[src/rtl/day10_machine_solver.sv]
// day10_machine_solver
//   Solves one Day 10 machine per transaction. It finds a minimum-size set of
//   buttons whose XORed light masks equal the target light pattern. Candidate
//   subsets are visited in Gray-code order, one per cycle, so each step
//   toggles exactly one button in the running XOR accumulator.
//
// Handshakes (both sides): a transfer happens on a rising clk edge where
//   valid && ready. in_ready is high only in IDLE. out_valid and all result
//   fields hold steady from the rise of out_valid until the edge where
//   out_ready is seen high.
//
// Ports
//   clk, rst_n          clock, asynchronous active-low reset
//   in_valid/in_ready   machine descriptor handshake
//   target_lights       required light pattern (bit i = light i)
//   num_buttons         buttons in use (clamped to MAX_NUM_BUTTONS)
//   button_masks        button b at [b*MAX_NUM_LIGHTS +: MAX_NUM_LIGHTS]
//   out_valid/out_ready result handshake
//   solvable            some subset matches the target
//   min_button_presses  popcount of the best subset (0 when unsolvable)
//   buttons_to_press    best subset, bit b = press button b (0 when unsolvable)
module day10_machine_solver #(
    parameter int MAX_NUM_LIGHTS    = 16,
    parameter int MAX_NUM_BUTTONS   = 13,
    parameter int MAX_NUM_BUTTONS_W = (MAX_NUM_BUTTONS <= 1 ? 1 : $clog2(MAX_NUM_BUTTONS + 1)),
    parameter int MAX_NUM_PRESSES_W = MAX_NUM_BUTTONS_W
) (
    input  logic                                      clk,
    input  logic                                      rst_n,
    input  logic                                      in_valid,
    output logic                                      in_ready,
    input  logic [MAX_NUM_LIGHTS-1:0]                 target_lights,
    input  logic [MAX_NUM_BUTTONS_W-1:0]              num_buttons,
    input  logic [MAX_NUM_BUTTONS*MAX_NUM_LIGHTS-1:0] button_masks,
    output logic                                      out_valid,
    input  logic                                      out_ready,
    output logic                                      solvable,
    output logic [MAX_NUM_PRESSES_W-1:0]              min_button_presses,
    output logic [MAX_NUM_BUTTONS-1:0]                buttons_to_press
);

    localparam int L     = MAX_NUM_LIGHTS;
    localparam int B     = MAX_NUM_BUTTONS;
    localparam int KW    = MAX_NUM_BUTTONS + 1;  // one spare bit so 2^B-1 never wraps
    localparam int IDX_W = (MAX_NUM_BUTTONS <= 1) ? 1 : $clog2(MAX_NUM_BUTTONS);
    localparam int PW    = MAX_NUM_PRESSES_W;

    typedef enum logic [1:0] {IDLE = 2'd0, SEARCH = 2'd1, DONE = 2'd2} state_t;
    state_t state, state_next;

    // Captured descriptor
    logic [L-1:0]                 target_q;
    logic [L-1:0]                 masks_q [B];
    logic [MAX_NUM_BUTTONS_W-1:0] n_q;

    // Search state
    logic [L-1:0]  acc;
    logic [B-1:0]  subset;
    logic [PW-1:0] cnt;
    logic [KW-1:0] k;
    logic          found;
    logic [B-1:0]  best_subset;
    logic [PW-1:0] best_cnt;

    // Search step helpers
    logic [KW-1:0]    k_next;
    logic [KW-1:0]    last_k;
    logic             last;
    logic             match;
    logic [IDX_W-1:0] t;
    logic [MAX_NUM_BUTTONS_W-1:0] n_clamped;

    assign n_clamped = (num_buttons > MAX_NUM_BUTTONS_W'(B)) ? MAX_NUM_BUTTONS_W'(B) : num_buttons;
    assign k_next    = k + KW'(1);
    assign last_k    = (KW'(1) << n_q) - KW'(1);
    assign last      = (k == last_k);
    assign match     = (acc == target_q);

    // Index of the lowest set bit of k_next: the button that flips between
    // Gray codes k and k+1. Only consulted when k < 2^n-1, so t < n.
    always_comb begin
        t = '0;
        for (int i = B - 1; i >= 0; i--) begin
            if (k_next[i]) t = IDX_W'(i);
        end
    end

    // State register
    always_ff @(posedge clk or negedge rst_n) begin
        if (!rst_n) state <= IDLE;
        else        state <= state_next;
    end

    // Next-state logic
    always_comb begin
        state_next = state;
        case (state)
            IDLE:    if (in_valid)               state_next = SEARCH;
            SEARCH:  if (last)                   state_next = DONE;
            DONE:    if (out_valid && out_ready) state_next = IDLE;
            default:                             state_next = IDLE;
        endcase
    end

    // State-decoded outputs
    always_comb begin
        in_ready = (state == IDLE);
    end

    // Datapath and registered result
    always_ff @(posedge clk or negedge rst_n) begin
        if (!rst_n) begin
            target_q           <= '0;
            n_q                <= '0;
            acc                <= '0;
            subset             <= '0;
            cnt                <= '0;
            k                  <= '0;
            found              <= 1'b0;
            best_subset        <= '0;
            best_cnt           <= '0;
            out_valid          <= 1'b0;
            solvable           <= 1'b0;
            min_button_presses <= '0;
            buttons_to_press   <= '0;
            for (int b = 0; b < B; b++) masks_q[b] <= '0;
        end else begin
            case (state)
                IDLE: begin
                    if (in_valid) begin
                        target_q <= target_lights;
                        n_q      <= n_clamped;
                        for (int b = 0; b < B; b++) masks_q[b] <= button_masks[b*L +: L];
                        acc      <= '0;
                        subset   <= '0;
                        cnt      <= '0;
                        k        <= '0;
                        found    <= 1'b0;
                    end
                end
                SEARCH: begin
                    // Strictly smaller count only: ties keep the earliest Gray match
                    if (match && (!found || cnt < best_cnt)) begin
                        best_subset <= subset;
                        best_cnt    <= cnt;
                        found       <= 1'b1;
                    end
                    if (!last) begin
                        k      <= k_next;
                        acc    <= acc ^ masks_q[t];
                        subset <= subset ^ (B'(1) << t);
                        cnt    <= subset[t] ? cnt - PW'(1) : cnt + PW'(1);
                    end
                end
                DONE: begin
                    // First DONE cycle latches the result; it then holds until taken
                    if (!out_valid) begin
                        out_valid          <= 1'b1;
                        solvable           <= found;
                        min_button_presses <= found ? best_cnt : '0;
                        buttons_to_press   <= found ? best_subset : '0;
                    end else if (out_ready) begin
                        out_valid          <= 1'b0;
                        solvable           <= 1'b0;
                        min_button_presses <= '0;
                        buttons_to_press   <= '0;
                    end
                end
                default: ;
            endcase
        end
    end

endmodule
[config.mk]
export PLATFORM = sky130hd
export DESIGN_NAME = day10_machine_solver
export DESIGN_NICKNAME = d
export VERILOG_FILES = /design/src/rtl/day10_machine_solver.sv
export SDC_FILE = /design/constraint.sdc
export NUM_CORES = 1
export LEC_CHECK = 0
export ABC_AREA = 1
export BUFFER_PORTS_ARGS = -buffer_cell sky130_fd_sc_hd__buf_4
export CORE_ASPECT_RATIO = 0.9
export CORE_MARGIN = 4
export CORE_UTILIZATION = 57
export DETAILED_ROUTE_END_ITERATION = 10
export PLACE_DENSITY_LB_ADDON = 0.08
export RECOVER_POWER = 25
export SYNTH_ARGS = -nofsm -noshare
export SYNTH_HDL_FRONTEND = slang
export SYNTH_SLANG_ARGS = --single-unit
[constraint.sdc]
create_clock -name clk -period 3.71 [get_ports clk]
set_clock_uncertainty 0.05 [all_clocks]
set_input_delay 0 -clock clk [delete_from_list [all_inputs] [get_ports clk]]
set_output_delay 0 -clock clk [all_outputs]
set_load 0.01 [all_outputs]
==> impl_metrics.py, run 1 <==
metrics = {
    "floorplan": {
        "io_pins": 252,
        "start_util_pct": 58.6,
        "die-width_um": 185,
        "placementRows": 57,
        "die_area_sq_um": 30900,
        "die_height_um": 167,
        "core_area_sq_um": 27400,
    },
    "layout": {
        "final_cell_mix": "nand2_1, inv_1, dfrtp_1",
        "mostFrequentLayoutCell": "nand2_1",
        "nets": 2803,
        "synthToLayoutAreaGrowth_pct": 35.3,
        "drive_above_1_share_pct": 14.3,
        "num-fill-cells": 1779,
        "fin_area_sq_um": 21700,
    },
    "placement": {
        "dpl_cell_area_sq_um": 18200,
        "routabilityCongestion": 0.911,
        "io_buffers": 251,
        "dp.final_hpwl_um": 32000,
    },
    "synthesis": {
        "avgSynthCellArea_sq_um": 7.59,
        "ys_seq_elements": 314,
        "yosys_warnings": 0,
        "synthDistinctLibCells": 39,
        "synth_ff_type": "dfrtp_1",
        "syn_inst": 2115,
        "yosysSeqAreaShare_pct": 49.0,
        "synth_edf_count": 0,
        "synthesis.nets": 2355,
        "async_flop_share_pct": 100,
        "synth_area_sq_um": 16000,
    },
    "routing": {
        "wl_per_cell_um": 18.0,
        "drt_iter0_drc": 1653,
        "dr.pass1.iters": 8,
        "postRouteAntennaNets": 0,
        "via_per_inst": 5.56,
        "drc": 0,
        "wl_um": 52900,
        "vias": 16400,
    },
    "setup_path": {
        "arrival_ns": 3.87,
        "critPathKind": "register to register",
        "regToRegStartpoint": "k[1]",
        "crit_required_ns": 4.06,
        "r2r_setup_slack_ns": 0.18,
        "worst_setup_path_end_kind": "register",
        "ff2ff_path_depth": 21,
        "critPathMaxFanout": 89,
        "r2r-end": "acc[5]",
        "cp-start-kind": "register",
    },
    "timing": {
        "drv_slew": 99,
        "whs_ns": 0.0501,
        "hold_violations": 0,
        "worst_pin_slew_ns": 2.66,
        "relSlewSlack_pct": -77.1,
        "period_share_pct": 95.0,
        "rsz0062_at_grt": "yes",
        "setup_viol": 0,
        "max_freq_mhz": 284,
        "finalCriticalPeriod_ns": 3.53,
    },
    "clock_tree": {
        "path_clk_slew_ns": 0.06,
        "htree_levels": 2,
        "cts_sinks": 314,
        "clock_latency_ns": 0.51,
        "cts_inserted_buffers": 34,
        "cts_tree": "yes",
        "cts_root_buf": "clkbuf_16",
        "clockBufferDepth": 3,
    },
    "hold_path": {
        "hold_class": "input port to register",
        "hold_end": "n_q[3]",
        "hold_start": "in_valid",
        "holdPathStages": 5,
    },
    "global_routing": {
        "grt_pass1_vias": 16400,
        "grt_pass1_wl_um": 84300,
        "grt_overflow": 0,
        "globalRouteTotalUtil_pct": 33.8,
        "grt_max_degree": 134,
        "antenna_found_initial": 1,
    },
    "power_and_ir_drop": {
        "fin_total_pwr_uw": 18900,
        "powerDensity_nw_per_um2": 872,
        "ir_drop_mv": 0.584,
        "leakage_uw": 0.0108,
    },
    "run_status": {
        "violations": "max-capacitance violations, max-slew violations",
        "status": "finished with violations",
    },
    "job": {
        "cap_violations": 1,
    },
}
[where the power goes]
group | internal [uW] | switching, uW | total [uW]
Sequential | 4880 | 673 | 5550
Clock | 1990 | 1370 | 3360
Combinational | 3290 | 6730 | 10000
[what timing repair did]
action | CTS | global route
endpoints found under the setup margin | 1 | 17
hold endpoints to repair | 327 | 0
resized for setup | 0 | 17
pin swaps | 2 | 5
setup buffers | 2 | 11
cloned | 2 | 0
hold buffers | 231 | 0
[flip-flops by register name, indices dropped and copies added (netlist names)]
| signal | flops |
|---|---|
| acc | 16 |
| best_cnt | 4 |
| best_subset | 13 |
| buttons_to_press | 13 |
| cnt | 4 |
| found | 1 |
| k | 14 |
| masks_q | 208 |
| min_button_presses | 4 |
| n_q | 4 |
| out_valid | 1 |
| solvable | 1 |
| state | 2 |
| subset | 13 |
| target_q | 16 |
[cell usage after synthesis (3+ instances only)]
library cell / number / area [sq um]
xnor2_1: 3 / 26.3
nor2_1: 98 / 368
a21oi_1: 49 / 245
nand3_1: 140 / 701
nand2_4: 3 / 33.8
o211ai_1: 3 / 22.5
dfrtp_1: 314 / 7860
clkinv_1: 6 / 22.5
ha_1: 7 / 87.6
nand2_1: 592 / 2220
o21ai_0: 215 / 1080
xor2_1: 20 / 175
o22ai_1: 31 / 194
nor2_4: 3 / 33.8
inv_1: 326 / 1220
clkbuf_1: 75 / 282
nand4_1: 107 / 669
buf_6: 3 / 33.8
nand3b_1: 31 / 233
nor4_1: 3 / 18.8
inv_2: 9 / 33.8
buf_2: 24 / 120
buf_1: 11 / 41.3
buf_4: 9 / 67.6
nor3_1: 17 / 85.1
[worst max-delay path, stage by stage (launching register included)]
cell and delay [ns]:
dfrtp_1 0.42, buf_4 0.15, nand2_1 0.10, nor2_4 0.19, nand2_1 0.08, xor2_1 0.16
a21oi_1 0.24, nand2_1 0.08, nand2_1 0.06, nand2_1 0.08, nand2_4 0.16, buf_12 0.37
nor2_4 0.17, buf_4 0.20, nand2_1 0.05, nand2_1 0.08, nor2_1 0.17, nor2_1 0.11
nor2_1 0.24, nand3_1 0.11, nand2_1 0.08, nor2_1 0.06
[logic make-up after synthesis]
| group | Yosys count | synth area share, % |
|---|---|---|
| mux | 1 | 0.0702 |
| simple gates | 1000 | 27.7 |
| buf+inv | 463 | 11.4 |
| fa+ha+maj | 8 | 0.671 |
| compound gates | 306 | 10.0 |
| flops | 314 | 49.0 |
| xor+xnor | 23 | 1.26 |
[per-layer routing]
layer  share of wire (%)  GRT usage (%)  up-vias
met5                   0              0        -
met4                 3.6           12.2        0
met3                 8.5           6.12      157
met2                  48           54.8      840
met1                  40           46.0     7737
li1                    -              -     7621
[how the worst max path moves through the flow]
stage	start	to	cells after the start
after floorplan	k[1]	cnt[3]	31
after global placement	k[1]	cnt[3]	32
after detailed placement	k[1]	cnt[3]	31
after CTS	k[1]	cnt[3]	31
after global routing	k[1]	cnt[3]	30
final	k[1]	acc[5]	21
[through the flow]
stage	instances	util, %	setup TNS (ns)	worst slack (ns)
after global routing	2941	79.3	-0.0340	-0.0294
after detailed placement	2635	66.4	0	0.00689
after CTS	2929	79.0	0	0.0644
after floorplan	2115	-	0	0.415
after global placement	2635	66.4	0	0.0851
final	2941	79.3	0	0.185
[area by class of cell]
class	instances	area, sq um	area share (%)
diodes	1	2.50	0.0115
clock inverters	8	96.3	0.444
inverters	341	1290	5.95
multi-input cells	1340	6460	29.7
flip-flops and latches	314	7860	36.2
repair buffers	532	4570	21.1
well taps	354	443	2.04
clock buffers	51	996	4.59
Note: power is estimated with default switching activity, not from simulation.
==> inputs of run 2 (changes only) <==
--- a/config.mk
+++ b/config.mk
@@ -11,6 +11,7 @@
 export CORE_MARGIN = 4
 export CORE_UTILIZATION = 57
 export DETAILED_ROUTE_END_ITERATION = 10
+export GPL_TIMING_DRIVEN = 0
 export PLACE_DENSITY_LB_ADDON = 0.08
 export RECOVER_POWER = 25
 export SYNTH_ARGS = -nofsm -noshare
==> impl_metrics.py, run 2 (synthesis results as in run 1) <==
metrics = {
    "run_status": {
        "status": "finished with violations",
        "violations": "max-capacitance violations, max-slew violations",
    },
    "timing": {
        "whs_ns": 0.184,
        "timing.final.ws_setup_ns": 0.0960,
        "drv_slew": 102,
        "max_freq_mhz": 277,
        "relSlewSlack_pct": -74.7,
        "hold_violations": 0,
        "worst_pin_slew_ns": 2.62,
        "setup_viol": 0,
        "rsz0062_at_grt": "yes",
        "period_share_pct": 97.4,
        "finalCriticalPeriod_ns": 3.61,
    },
    "layout": {
        "final_cell_mix": "nand2_1, inv_1, dfrtp_1",
        "largest_register_ffs": 208,
        "synthToLayoutAreaGrowth_pct": 38.0,
        "top_regs": "masks_q x208, acc x16, target_q x16",
        "mostFrequentLayoutCell": "nand2_1",
        "nets": 2899,
        "drive_above_1_share_pct": 14.7,
        "utilization_pct": 80.9,
        "fin_area_sq_um": 22100,
        "top_register": "masks_q",
    },
    "setup_path": {
        "cp-start-kind": "register",
        "regToRegStartpoint": "n_q[3]",
        "critPathMaxFanout": 10,
        "slowest_delay_ns": 0.46,
        "r2r_setup_slack_ns": 0.1,
        "path_common_cell": "nand2_1",
        "critPathKind": "register to register",
        "worst_setup_path_end_kind": "register",
        "crit_path_cell_trace": "nor2_1 -> nand2_1 -> ha_1 -> xnor2_1 -> xor2_1 -> nor4_2 -> nand3b_1 -> nand2_1 -> nand2_1 -> clkbuf_1 -> nand2_1 -> or2_0 -> o21ai_0 -> a21oi_1",
        "ff2ff_path_depth": 14,
        "crit_required_ns": 4.05,
        "cp_top_family": "simple AND/OR/NAND/NOR gates",
        "r2r-end": "subset[5]",
        "arrival_ns": 3.96,
        "crit_buf_inv": 1,
        "slowest_stage": "clkbuf_1",
    },
    "placement": {
        "dpl_cell_area_sq_um": 18400,
        "routabilityCongestion": 0.940,
        "dp.final_hpwl_um": 38400,
        "pre_cts_slack_ns": -0.578,
        "io_buffers": 251,
    },
    "clock_tree": {
        "path_clk_slew_ns": 0.07,
        "htree_levels": 2,
        "cts_inserted_buffers": 34,
        "cts_root_buf": "clkbuf_16",
        "clock_latency_ns": 0.52,
        "cts_tree": "yes",
        "clockBufferDepth": 3,
        "cts_sinks": 314,
    },
    "power_and_ir_drop": {
        "leakage_uw": 0.0109,
        "ir_drop_mv": 0.585,
        "powerDensity_nw_per_um2": 912,
        "fin_total_pwr_uw": 20200,
    },
    "routing": {
        "wl_per_cell_um": 19.8,
        "drc": 0,
        "vias": 17400,
        "drt_iter0_drc": 2164,
        "wl_um": 60100,
        "via_per_inst": 5.74,
        "postRouteAntennaNets": 0,
        "dr.pass1.iters": 6,
    },
    "global_routing": {
        "grt_pass1_vias": 17100,
        "globalRouteTotalUtil_pct": 37.8,
        "grt_overflow": 0,
        "grt_max_degree": 109,
        "grt_pass1_wl_um": 91900,
        "antenna_found_initial": 3,
    },
    "hold_path": {
        "hold_end": "target_q[13]",
        "hold_class": "input port to register",
        "hold_start": "target_lights[13]",
        "holdPathStages": 4,
    },
    "job": {
        "cap_violations": 1,
    },
    "floorplan": {
        "start_util_pct": 58.6,
        "io_pins": 252,
        "die-width_um": 185,
        "placementRows": 57,
        "die_area_sq_um": 30900,
        "core_area_sq_um": 27400,
        "die_height_um": 167,
    },
}
[run 2: how the worst max path moves through the flow]
stage | start | endpoint | slack, ns | cells past startpoint
floorplan | k[1] | cnt[3] | 0.42 | 31
global placement | k[0] | cnt[3] | -0.49 | 27
detailed placement | k[0] | cnt[3] | -0.58 | 26
CTS | k[0] | cnt[3] | 0.03 | 32
global route | k[0] | cnt[3] | -0.1 | 31
finish | n_q[3] | subset[5] | 0.1 | 14
[run 2: timing repair]
| action | 4_1_cts | 5_1_grt |
|---|---|---|
| pin swaps | 3 | 11 |
| endpoints found under the setup margin | 3 | 18 |
| endpoints found under the hold margin | 329 | 0 |
| hold buffers | 230 | 0 |
| setup buffers | 9 | 17 |
| resized for setup | 18 | 45 |
[run 2: worst min-delay path, cell delays in order]
cell and delay (ns):
dlygate4sd3_1 0.52, buf_4 0.11, nand2_1 0.04, nand2_1 0.04
[run 2: metal layers]
layer / vias to the layer above / routed length (um) / share of wire, % / global-route usage, %
met3: 242 / 6440 / 11 / 6.68
met2: 1185 / 27800 / 46 / 60.6
met4: 4 / 3140 / 5.2 / 16.0
li1: 7821 / - / - / -
met5: - / 37 / 0.062 / 0
met1: 8197 / 22800 / 38 / 51.1
[run 2: stage by stage]
stage          cells  TNS, ns
2_1_floorplan   2115        0
3_3_place_gp    2720   -65.60
3_5_place_dp    2722   -0.927
4_1_cts         3020        0
5_1_grt         3038   -0.169
6_report        3038        0
[run 2: layout make-up]
cell class / instances / area [sq um]
Sequential cell: 314 / 7860
Multi-Input combinational cell: 1338 / 6490
Fill cell: 1737 / 5240
Timing Repair Buffer: 509 / 4330
Inverter: 341 / 1290
Clock buffer: 52 / 1040
Buffer: 121 / 616
Tap cell: 354 / 443
Clock inverter: 7 / 66.3
Antenna cell: 2 / 5.00
[run 2: power by group]
part | leakage [uW] | switching (uW) | total (uW) | internal [uW]
sequential | 0.00396 | 736 | 5610 | 4880
clock | 0.000544 | 1420 | 3430 | 2010
combinational | 0.00644 | 7410 | 11200 | 3740
